===== src/rtl/fpu_issue_controller_pkg.sv =====
// Shared definitions for the FPU issue/writeback sequencer: operation codes
// (common with Fixed_Point_Unit) and controller state encodings.
package fpu_issue_controller_pkg;

    typedef logic [1:0] fpu_op_t;
    typedef logic [1:0] fsm_state_t;

    localparam fpu_op_t FPU_ADD  = 2'd0;
    localparam fpu_op_t FPU_SUB  = 2'd1;
    localparam fpu_op_t FPU_MUL  = 2'd2;
    localparam fpu_op_t FPU_SQRT = 2'd3;

    localparam fsm_state_t ST_IDLE  = 2'd0;
    localparam fsm_state_t ST_ISSUE = 2'd1;
    localparam fsm_state_t ST_WAIT  = 2'd2;
    localparam fsm_state_t ST_DONE  = 2'd3;

    function automatic logic is_idle(input fsm_state_t st);
        return st == ST_IDLE;
    endfunction

endpackage


===== src/rtl/fpu_wait_counter.sv =====
// Saturating WAIT-state cycle counter: flags the end of the ready-blanking
// window and the hung-unit timeout.
module fpu_wait_counter #(
    parameter int TIMEOUT      = 63,
    parameter int BLANK_CYCLES = 1
) (
    input  logic clk,
    input  logic reset,
    input  logic clear,
    input  logic enable,
    output logic blank_done,
    output logic expired
);

    localparam int CW = (TIMEOUT < 1) ? 1 : $clog2(TIMEOUT + 1);
    localparam logic [CW-1:0] LIMIT = CW'(TIMEOUT);
    localparam logic [CW-1:0] BLANK = CW'(BLANK_CYCLES);

    logic [CW-1:0] count_q;
    logic [CW-1:0] count_d;

    always_comb begin
        count_d = count_q;
        if (clear) begin
            count_d = '0;
        end else if (enable && (count_q != LIMIT)) begin
            count_d = count_q + CW'(1);
        end
    end

    always_ff @(posedge clk or posedge reset) begin
        if (reset) begin
            count_q <= '0;
        end else begin
            count_q <= count_d;
        end
    end

    assign blank_done = (count_q >= BLANK);
    assign expired    = (count_q == LIMIT);

endmodule


===== src/rtl/fpu_issue_controller.sv =====
// Issue/writeback sequencer between execute-stage decode and Fixed_Point_Unit:
// holds operands for the multi-cycle op, qualifies ready, buffers the result.
module fpu_issue_controller
    import fpu_issue_controller_pkg::*;
#(
    parameter int WIDTH        = 32,
    parameter int RD_BITS      = 5,
    parameter int BLANK_CYCLES = 1,
    parameter int TIMEOUT      = 63
) (
    input  logic               clk,
    input  logic               reset,
    input  logic               req_valid,
    output logic               req_ready,
    input  logic [1:0]         req_op,
    input  logic [WIDTH-1:0]   req_operand_1,
    input  logic [WIDTH-1:0]   req_operand_2,
    input  logic [RD_BITS-1:0] req_rd,
    input  logic               flush,
    output logic [WIDTH-1:0]   fpu_operand_1,
    output logic [WIDTH-1:0]   fpu_operand_2,
    output logic [1:0]         fpu_operation,
    output logic               fpu_start,
    input  logic [WIDTH-1:0]   fpu_result,
    input  logic               fpu_ready,
    output logic               wb_valid,
    input  logic               wb_ack,
    output logic [WIDTH-1:0]   wb_result,
    output logic [RD_BITS-1:0] wb_rd,
    output logic               wb_error,
    output logic               busy
);

    fsm_state_t         state_q, state_d;
    logic               req_ready_q, req_ready_d;
    fpu_op_t            op_q, op_d;
    logic [WIDTH-1:0]   opa_q, opa_d, opb_q, opb_d;
    logic [RD_BITS-1:0] rd_q, rd_d;
    logic               start_q, start_d;
    logic               wb_valid_q, wb_valid_d;
    logic [WIDTH-1:0]   wb_result_q, wb_result_d;
    logic [RD_BITS-1:0] wb_rd_q, wb_rd_d;
    logic               wb_error_q, wb_error_d;
    logic               busy_q, busy_d;
    logic               cnt_clear, cnt_enable, blank_done, expired;

    fpu_wait_counter #(
        .TIMEOUT      (TIMEOUT),
        .BLANK_CYCLES (BLANK_CYCLES)
    ) u_wait_counter (
        .clk        (clk),
        .reset      (reset),
        .clear      (cnt_clear),
        .enable     (cnt_enable),
        .blank_done (blank_done),
        .expired    (expired)
    );

    always_comb begin
        state_d     = state_q;
        req_ready_d = req_ready_q;
        op_d        = op_q;
        opa_d       = opa_q;
        opb_d       = opb_q;
        rd_d        = rd_q;
        start_d     = 1'b0;
        wb_valid_d  = wb_valid_q;
        wb_result_d = wb_result_q;
        wb_rd_d     = wb_rd_q;
        wb_error_d  = wb_error_q;
        cnt_clear   = 1'b0;
        cnt_enable  = 1'b0;
        case (state_q)
            ST_IDLE: begin
                req_ready_d = 1'b1;
                op_d        = FPU_ADD;
                if (req_valid && req_ready_q && !flush) begin
                    op_d        = req_op;
                    opa_d       = req_operand_1;
                    opb_d       = req_operand_2;
                    rd_d        = req_rd;
                    req_ready_d = 1'b0;
                    start_d     = 1'b1;
                    state_d     = ST_ISSUE;
                end
            end
            ST_ISSUE: begin
                cnt_clear = 1'b1;
                state_d   = ST_WAIT;
            end
            ST_WAIT: begin
                cnt_enable = 1'b1;
                // A qualified ready beats a simultaneous timeout.
                if (fpu_ready && blank_done) begin
                    wb_result_d = fpu_result;
                    wb_error_d  = 1'b0;
                    wb_rd_d     = rd_q;
                    wb_valid_d  = 1'b1;
                    state_d     = ST_DONE;
                end else if (expired) begin
                    wb_result_d = '0;
                    wb_error_d  = 1'b1;
                    wb_rd_d     = rd_q;
                    wb_valid_d  = 1'b1;
                    state_d     = ST_DONE;
                end
            end
            default: begin
                if (wb_ack) begin
                    wb_valid_d  = 1'b0;
                    req_ready_d = 1'b1;
                    op_d        = FPU_ADD;
                    state_d     = ST_IDLE;
                end
            end
        endcase
        if (flush) begin
            state_d     = ST_IDLE;
            wb_valid_d  = 1'b0;
            wb_error_d  = 1'b0;
            start_d     = 1'b0;
            req_ready_d = 1'b1;
            op_d        = FPU_ADD;
        end
        busy_d = !is_idle(state_d);
    end

    always_ff @(posedge clk or posedge reset) begin
        if (reset) begin
            state_q     <= ST_IDLE;
            req_ready_q <= 1'b0;
            op_q        <= FPU_ADD;
            opa_q       <= '0;
            opb_q       <= '0;
            rd_q        <= '0;
            start_q     <= 1'b0;
            wb_valid_q  <= 1'b0;
            wb_result_q <= '0;
            wb_rd_q     <= '0;
            wb_error_q  <= 1'b0;
            busy_q      <= 1'b0;
        end else begin
            state_q     <= state_d;
            req_ready_q <= req_ready_d;
            op_q        <= op_d;
            opa_q       <= opa_d;
            opb_q       <= opb_d;
            rd_q        <= rd_d;
            start_q     <= start_d;
            wb_valid_q  <= wb_valid_d;
            wb_result_q <= wb_result_d;
            wb_rd_q     <= wb_rd_d;
            wb_error_q  <= wb_error_d;
            busy_q      <= busy_d;
        end
    end

    assign req_ready     = req_ready_q;
    assign fpu_operation = op_q;
    assign fpu_operand_1 = opa_q;
    assign fpu_operand_2 = opb_q;
    assign fpu_start     = start_q;
    assign wb_valid      = wb_valid_q;
    assign wb_result     = wb_result_q;
    assign wb_rd         = wb_rd_q;
    assign wb_error      = wb_error_q;
    assign busy          = busy_q;

endmodule

===== config.mk =====
export PLATFORM = sky130hd
export DESIGN_NAME = fpu_issue_controller
export DESIGN_NICKNAME = d
export VERILOG_FILES = /design/src/rtl/fpu_issue_controller_pkg.sv /design/src/rtl/fpu_wait_counter.sv /design/src/rtl/fpu_issue_controller.sv
export SDC_FILE = /design/constraint.sdc
export NUM_CORES = 1
export LEC_CHECK = 0
export ABC_CLOCK_PERIOD_IN_PS = 5100
export BUFFER_PORTS_ARGS = -buffer_cell sky130_fd_sc_hd__buf_2
export CAP_MARGIN = 0
export CORE_MARGIN = 1
export CORE_UTILIZATION = 45
export CTS_CLUSTER_DIAMETER = 120
export CTS_CLUSTER_SIZE = 30
export DETAILED_ROUTE_END_ITERATION = 10
export PLACE_DENSITY = 0.84
export SYNTH_ARGS = -nofsm -noshare
export SYNTH_HDL_FRONTEND = slang
export SYNTH_SLANG_ARGS = --single-unit

===== constraint.sdc =====
create_clock -name clk -period 5.1 [get_ports clk]
set_input_delay 0.255 -clock clk [delete_from_list [all_inputs] [get_ports clk]]
set_output_delay 0.255 -clock clk [all_outputs]
set_load 0.005 [all_outputs]

======== Yosys cells after proc, flatten, opt, wreduce, memory -nomap -nowiden ========
Index checks and enable logic that the tools add are counted.
cells by class
  add/subtract/negate cells ............... 1
  magnitude comparators ................... 1
  equal/unequal tests ..................... 7
  muxes and demuxes ....................... 33
  reductions and logical operators ........ 21
operators by type and width
  cell                   number
  $mux W32               2
  $mux W2                8
  $mux W1                15
  $mux W6                2
  $mux W5                2
  $reduce_bool A3 Y1     3
  $reduce_and A2 Y1      4
  $add A6 B1 Y6 const B  1
  $eq A6 B6 Y1 const B   1
  $ge A6 B1 Y1 const B   1
  $ne A6 B6 Y1 const B   1
  $pmux W2 S3            1
  $reduce_bool A2 Y1     3
  $logic_and A1 B1 Y1    4
  $logic_not A2 Y1       2
  $ne A2 B1 Y1 const B   2
  $ne A4 B4 Y1 const B   1
  $pmux W1 S2            2
  $pmux W2 S2            1
  $reduce_or A2 Y1       2
  $reduce_and A3 Y1      1
  $eq A2 B1 Y1 const B   1
  $eq A2 B2 Y1 const B   1
  $logic_not A1 Y1       2
storage, ports and cells
  flip-flop bits (word level) ............. 121
  output and inout port bits .............. 108
  logic and storage cells ................. 76

======== Longest topological paths before layout ========
Gate-level depths: netlist of the first run.
  word-level depth ........................ 7
  depth in mapped cells ................... 7
  depth with buffers taken out ............ 6

======== Modules after synthesis ========
Synthesis of the first run repeated with hierarchy kept, for this count alone.
unflattened totals
  cell total of the unflattened synthesis .. 490
  area, all modules ....................... 4,897.2 um^2
modules (own cells, without submodules)
  module                instances  cells each  area each (um^2)  seq. area each (um^2)
  fpu_issue_controller  1          444         4,489.3           2,877.8
  fpu_wait_counter      1          46          407.9             150.1

======== Worst setup path before layout of the first run ========
OpenSTA, ideal clock, no wires.
  path kind ............................... flip-flop to flip-flop
  from .................................... register u_wait_counter.count_q[2]
  to ...................................... register wb_rd_q[1] (netlist: wb_rd[1])
  library setup time ...................... 0.125 ns
  arrival time ............................ 1.589 ns
  required time ........................... 4.975 ns
  setup slack ............................. 3.386 ns
  stages on the path, launching flop included .. 5
  buffers on the path ..................... 0
  cell sequence ........................... dfrtp_1 > nor4_4 > a31oi_4 > a21oi_4 > mux2_2
on the way
  longest elaborated chain between the ends .. 4
ends and longest elaborated chain
  item                                 RTL line                     source
  start, declared                      fpu_wait_counter.sv:19       logic [CW-1:0] count_q;
  start signal, assigned               fpu_wait_counter.sv:35       count_q <= count_d;
  $ge A6 B1 Y1                         fpu_wait_counter.sv:39       assign blank_done = (count_q >= BLANK);
  $logic_and A1 B1 Y1                  fpu_issue_controller.sv:94   if (fpu_ready && blank_done) begin
  $reduce_bool A2 Y1 (no source line)  --
  $reduce_and A2 Y1 (no source line)   --
  end signal, assigned                 fpu_issue_controller.sv:152  wb_rd_q <= wb_rd_d;
  end, declared                        fpu_issue_controller.sv:42   logic [RD_BITS-1:0] wb_rd_q, wb_rd_d;
Parallel ways exist; a longest one is shown, timed or not.
A chain may end at the register's enable or synchronous reset.

======== Worst setup path after layout of the first run ========
  from .................................... register state_q[0]
  to ...................................... register busy_q (netlist: busy)
on the way
  longest elaborated chain between the ends .. 6
ends and longest elaborated chain
  item                    RTL line                        source
  start, declared         fpu_issue_controller.sv:34      fsm_state_t state_q, state_d;
  start signal, assigned  fpu_issue_controller.sv:143     state_q <= state_d;
  $mux W2                 fpu_issue_controller.sv:100     end else if (expired) begin
  $mux W2                 fpu_issue_controller.sv:94
  $pmux W2 S3 (*)         fpu_issue_controller.sv:73      case (state_q)
  $mux W2 (*)             fpu_issue_controller.sv:117     if (flush) begin
  $logic_not A2 Y1 (*)    fpu_issue_controller_pkg.sv:19  return st == ST_IDLE;
  $logic_not A1 Y1 (*)    fpu_issue_controller.sv:125     busy_d = !is_idle(state_d);
  via busy_d              fpu_issue_controller.sv:44      logic busy_q, busy_d;
  end signal, assigned    fpu_issue_controller.sv:154     busy_q <= busy_d;
  end, declared           fpu_issue_controller.sv:44
Mark *: on every way through the listed nets, which the timed path passes. The rest lies on a longest branch.

==> flow_summary.toml, run 1 <==
[run_status]
outcome = "complete, no violations"

[pwr]
ir_worst_vdd_v = 0.000273
fin_total_pwr_mw = 4.07
clock_power_share_pct = 29.5
p_leak_nw = 4.12
power_density_nw_per_um2 = 541
p_seq_share_pct = 40.4
swShare_pct = 32.1
p_int_mw = 2.77
power_switching_mw = 1.31
p_comb_share_pct = 30.1

[placement]
hpwlAfterDp_mm = 8.14
routabilityCongestion = 0.824
io_buffers = 216
place_ws_ns = 2.27

[critical_path]
end_kind = "register"
worstSetupStartpointType = "register"
path_max_fanout = 71
crit_required_ns = 5.48
path_class = "reg -> reg"
arrival_ns = 3.28

[clocking]
clk_latency_ns = 0.51
cts_tree = "built"
clk_pin_slew_ns = 0.06
h-tree-depth = 4
numCtsBuffers = 17
cts.sinks = 121
cts-root-buf = "clkbuf_8"
cts_resized = 0
cts_buffer_depth = 2
post_cts_buffers = 0

[yosys]
netlist_top_cells_count = "211 x nand2_1, 121 x dfrtp_1, 32 x a22o_1"
avgSynthCellArea_um2 = 10.4
synth_top_area_share_pct = 64.1
synth_area_um2 = 4720
yosysTopAreaCell = "dfrtp_1"
synthFlopType = "dfrtp_1"
synth-edff-count = 0
synth_area_leaders = "dfrtp_1 64%, nand2_1 17%, a22o_1 5.9%, ha_1 1.9%, clkbuf_1 0.95%"
ys_seq_area_share_pct = 64.1
ys_types = 33
yosys.cell_count.top_type = "nand2_1"
synth_nets = 571
syn_inst = 455
synth_seq_cells = 121
yosysWarnings = 0
synth-async-reset-ratio_pct = 100

[global_routing]
grt_pass1_wl_mm = 23.8
grt_max_degree = 75
grt_usage_pct = 28.1
overflow = 0
grt_pass1_vias = 4845
antenna_found_initial = 0

[floorplan]
core_um2 = 10200
die_h_um = 104
io_pins = 217
initial_utilization_pct = 46.1
die_area_um2 = 10900
die_x_um = 104
rows = 37

[drt]
num_vias = 4605
dr.pass1.iters = 6
viasPerCell = 4.98
wire_per_inst_um = 16.0
drcViolationCount = 0
antenna_left = 0
drt_iter0_markers = 327
wl_mm = 14.8

[sta]
rsz0062_at_grt = "false"
fin_crit_sh_pct = 56.9
relSlewSlack_pct = 22.3
tightest_slew_ns = 1.16
finClkSkew_ns = 0.00538
setup_violations = 0
final_hold_viol_count = 0
max_freq_ghz = 0.345
period_needed_ns = 2.90
fin_tns_setup_ns = 0
slew_viol_final = 0
setup_ws_ns = 2.20

[finish]
nets = 891
n_fill_cell = 681
drive_gt1_share_pct = 32.9
syn_to_final_growth_pct = 59.6
ff_latch_area_um2 = 3030
multiInputGateArea_um2 = 1560

[hold_path]
min_path_type = "in -> reg"

[run]
cap_violations = 0
-- flip-flops by register name, indices dropped and copies added, names as in the netlist, 2 cells and up --
register,cells
fpu_operation,2
fpu_operand_2,32
state_q,2
wb_result,32
rd_q,5
u_wait_counter.count_q,6
wb_rd,5
fpu_operand_1,32
-- logic make-up after synthesis --
group                      synth area share, %
AOI/OAI and AO/OA                         8.91
xor gates and xnor gates                 0.557
adders and majority gates                 1.86
buffers and inverters                     2.78
DFF                                       64.1
muxes                                     1.62
and+or+nand+nor                           20.1
-- worst max-delay path, stage by stage, from the launching register on --
cell and delay (ns):
dfrtp_1 0.39, inv_1 0.10, ha_1 0.25, nand4b_1 0.11, buf_4 0.56, inv_2 0.64, a2111oi_2 0.58, o21bai_1 0.12
-- metal layers --
metal / global-route usage (%) / vias up / share of wire (%)
met4: 14.4 / 0 / 3.4
met5: 0 / - / 0
li1: - / 2129 / -
met2: 48.5 / 233 / 51
met3: 6.89 / 49 / 7.2
met1: 32.4 / 2194 / 39
-- cell type report --
type | instances | area share (%)
Antenna cell | 1 | 0.0332
Clock buffer | 21 | 6.09
Clock inverter | 11 | 1.93
Inverter | 8 | 0.432
Multi-Input combinational cell | 305 | 20.7
Sequential cell | 121 | 40.2
Tap cell | 136 | 2.26
Timing Repair Buffer | 322 | 28.4
-- path summary, 6_finish.rpt --
path,endpoint,depth (start not counted),slack [ns],start
max in group asynchronous,fpu_operand_2[16]$_DFFE_PP0P_,4,3.44,reset
max,busy$_DFF_PP0_,7,2.20,state_q[0]$_DFF_PP0_
min,wb_result[23]$_DFFE_PP0P_,2,0.03,fpu_result[23]
max reg2reg,busy$_DFF_PP0_,7,2.20,state_q[0]$_DFF_PP0_
min reg2reg,fpu_operand_1[17]$_DFFE_PP0P_,2,0.47,fpu_operand_1[17]$_DFFE_PP0P_
min in group asynchronous,fpu_operand_2[7]$_DFFE_PP0P_,3,0.51,reset
-- cell usage in the layout (no fill, tap or decap), types with 3 or more instances in the layout --
cell type	Yosys	routed
buf_2	0	216
nand2_1	211	211
dfrtp_1	121	121
dlygate4sd3_1	0	104
a22o_1	32	32
clkbuf_16	0	16
nor2_1	12	12
ha_1	7	7
inv_1	7	6
clkinvlp_4	0	6
nor3_1	5	5
nand3_1	4	4
a21oi_1	4	4
mux2_2	4	4
clkbuf_8	0	4
bufinv_16	0	3
-- power by group through the flow --
stage | clock network, mW | registers (mW) | logic, mW
after floorplan | 0 | 1.65 | 0.534
after global placement | 0 | 1.62 | 1.08
after detailed placement | 0 | 1.63 | 1.14
after CTS | 1.22 | 1.63 | 1.20
after global routing | 1.26 | 1.69 | 1.36
final | 1.20 | 1.65 | 1.23
-- stage by stage --
step,instance area (um2),instances,utilization [%],hold slack [ns]
2_1_floorplan,4720,455,-,0.327
3_3_place_gp,5890,788,57.6,0.444
3_5_place_dp,5890,788,57.6,0.447
4_1_cts,7530,924,73.6,0.00343
5_1_grt,7530,924,73.6,0.0104
6_report,7540,925,73.7,0.0272
-- what timing repair did --
action,CTS,global route
endpoints found under the hold margin,178,0
hold buffers,104,0
endpoints found under the setup margin,0,0
No activity file was read; power rests on OpenSTA's default activity.
==> run 2: changes to the inputs <==
ABC_AREA = 1   (was not set)
ABC_CLOCK_PERIOD_IN_PS = 2500   (was 5100)
CORE_UTILIZATION = 43   (was 45)
clock period = 2.5 ns   (was 5.1 ns; I/O delays follow)
==> run 2 against run 1 <==
Compared with the run above: wire length rose by 4.6%; maximum frequency rose by 33%; via count grew 10%; final area increased by 2.3%; total power grew 100%; die area grew 8.8%; critical path depth stayed put; global-route usage shrank 2.1 points; sequential share of layout area is 0.89 points lower; first-iteration DRC count is 5.5% higher; cell count rose by 13%; clock-buffer cell count decreased by 3; critical endpoint is now fpu_operand_2[11]$_DFFE_PP0P_; largest power group unchanged; highest routed layer unchanged.
==> flow_summary.toml, run 2 <==
[sta]
relSlewSlack_pct = 22.7
slew_viol_final = 0
rsz0062_at_grt = "false"
fin_tns_setup_ns = 0
setup_violations = 0
fin_crit_sh_pct = 87.0
max_freq_ghz = 0.460
period_needed_ns = 2.18
final_hold_viol_count = 0
tightest_slew_ns = 1.16
finClkSkew_ns = 0.0158

[drt]
drt_iter0_markers = 345
drcViolationCount = 0
antenna_left = 0
wire_per_inst_um = 14.9
wl_mm = 15.5
num_vias = 5076
dr.pass1.iters = 5
viasPerCell = 4.88

[finish]
final_cell_area_um2 = 7710
final_cell_mix = "311 x nand2_1, 216 x buf_2, 121 x dfrtp_1"
instances_no_fill = 1041
final_common_cell = "nand2_1"
nets = 1003
syn_to_final_growth_pct = 56.7
post-route-util_pct = 70.2
drive_gt1_share_pct = 28.9
n_fill_cell = 780

[yosys]
synth_area_leaders = "dfrtp_1 62%, nand2_1 24%, nand3_1 4.5%, buf_2 1.8%, ha_1 1.8%"
synthFlopType = "dfrtp_1"
synth-edff-count = 0
synth-async-reset-ratio_pct = 100
syn_inst = 568
synth_area_um2 = 4920
yosysTopAreaCell = "dfrtp_1"
netlist_top_cells_count = "311 x nand2_1, 121 x dfrtp_1, 44 x nand3_1"
synth_nets = 684
synth_top_area_share_pct = 61.6
avgSynthCellArea_um2 = 8.66
yosysWarnings = 0
ys_types = 23
yosys.cell_count.top_type = "nand2_1"
ys_seq_area_share_pct = 61.6
synth_seq_cells = 121

[hold_path]
min_path_cells = 3
min_path_type = "in -> reg"

[clocking]
cts_tree = "built"
hold_buffers = 104
clk_pin_slew_ns = 0.06
post_cts_buffers = 0
cts-root-buf = "clkbuf_16"
cts_buffer_depth = 2
numCtsBuffers = 17
clk_latency_ns = 0.41
cts_resized = 0
h-tree-depth = 4
cts.sinks = 121

[global_routing]
grt_usage_pct = 26.0
grt_max_degree = 122
antenna_found_initial = 1
grt-busiest-layer = "met2"
overflow = 0
use_met3_pct = 6.87
grt_pass1_vias = 5039
grt_use_met1_pct = 29.8
grt_use_met2_pct = 46.3
grt_pass1_wl_mm = 23.6

[critical_path]
regToRegStartpoint = "state_q[0]$_DFF_PP0_"
crit_family = "buffers and inverters"
reg2regPathDepth = 7
slowest_stage = "inv_2"
path_cells = "inv_1 -> ha_1 -> nand2_1 -> nor2_4 -> inv_2 -> nand2_1 -> nand2_1"
critPathMaxStageDelay_ns = 0.81
path_max_fanout = 69
regToRegSetupSlack_ns = 0.32
path_class = "reg -> reg"
rr_endpoint = "fpu_operand_2[11]$_DFFE_PP0P_"
cp-endpoint = "fpu_operand_2[11]$_DFFE_PP0P_"
worst_path_most_repeated_cell = "nand2_1"
crit_required_ns = 2.83
worstSetupStartpointType = "register"
cp_num_buf_inv = 2
arrival_ns = 2.51
path_depth = 7
end_kind = "register"
crit_start = "state_q[0]$_DFF_PP0_"

[run]
cap_violations = 0

[placement]
dp_cells = 904
routabilityCongestion = 0.788
io_buffers = 216
hpwlAfterDp_mm = 8.28
place_area_um2 = 6100

[floorplan]
core_um2 = 11000
rows = 38
io_pins = 217
die_area_um2 = 11900
initial_utilization_pct = 44.8
die_x_um = 109
die_h_um = 109

[pwr]
p_leak_nw = 4.38
power_density_nw_per_um2 = 1060
fin_total_pwr_mw = 8.16
ir_worst_vdd_v = 0.000703

[run_status]
outcome = "complete, no violations"
## run 2: cell count changes in the layout (fill, tap and decap cells not counted), moves of 3 or more
cell and change:
a22o_1 -30, clkbuf_8 -4, inv_1 +14, inv_6 +6
mux2_2 -4, nand2_1 +100, nand3_1 +40, nor2_1 +4
nor3_1 -3
## run 2: cell families (layout without fill, tap and decap cells)
group                      after synthesis  in the layout  synth area share (%)
DFF                                    121            121                  61.6
adders and majority gates                7              7                  1.78
buffers and inverters                   49            381                  4.50
xor gates and xnor gates                 1              1                 0.178
and+or+nand+nor                        380            380                  30.7
other                                    0              1                     0
AOI/OAI and AO/OA                       10             10                  1.25
## run 2: through the flow
step | hold WS, ns | setup WS (ns)
6_report | 0.0616 | 0.324
5_1_grt | 0.0762 | 0.119
4_1_cts | 0.0545 | 0.406
3_5_place_dp | 0.331 | 0.397
3_3_place_gp | 0.324 | 0.489
2_1_floorplan | 0.242 | 0.892
## run 2: worst min-delay path by stage
| stage | start | endpoint | slack, ns |
|---|---|---|---|
| 2_1_floorplan | req_rd[0] | rd_q[0]$_DFFE_PP0P_ | 0.24 |
| 3_3_place_gp | req_operand_2[17] | fpu_operand_2[17]$_DFFE_PP0P_ | 0.32 |
| 3_5_place_dp | req_rd[4] | rd_q[4]$_DFFE_PP0P_ | 0.33 |
| 4_1_cts | flush | req_ready$_DFFE_PP0P_ | 0.05 |
| 5_1_grt | flush | req_ready$_DFFE_PP0P_ | 0.08 |
| 6_report | flush | req_ready$_DFFE_PP0P_ | 0.06 |
## run 2: cell type report
type	instances	area (um2)	area share, %
multi-input cells	398	1670	21.6
diodes	1	2.50	0.0325
inverters	24	93.8	1.22
repair buffers	325	2170	28.2
flip-flops and latches	121	3030	39.3
clock inverters	14	139	1.80
well taps	140	175	2.27
clock buffers	18	429	5.57
## run 2: power by group
part	leakage, nW	switching [mW]	internal [mW]
sequential	1.53	0.520	2.81
combinational	2.58	1.36	1.12
clock	0.271	0.950	1.39
## run 2: routing by layer
layer / vias to the layer above / wire [um]
met2: 251 / 7980
met1: 2390 / 5860
met3: 44 / 1180
met4: 0 / 477
li1: 2391 / -
met5: - / 0
## run 2: worst reg2reg max path, stage by stage, from the launching register on
cell and delay (ns):
dfrtp_1 0.42, inv_1 0.08, ha_1 0.25, nand2_1 0.14, nor2_4 0.06, inv_2 0.81
nand2_1 0.22, nand2_1 0.15
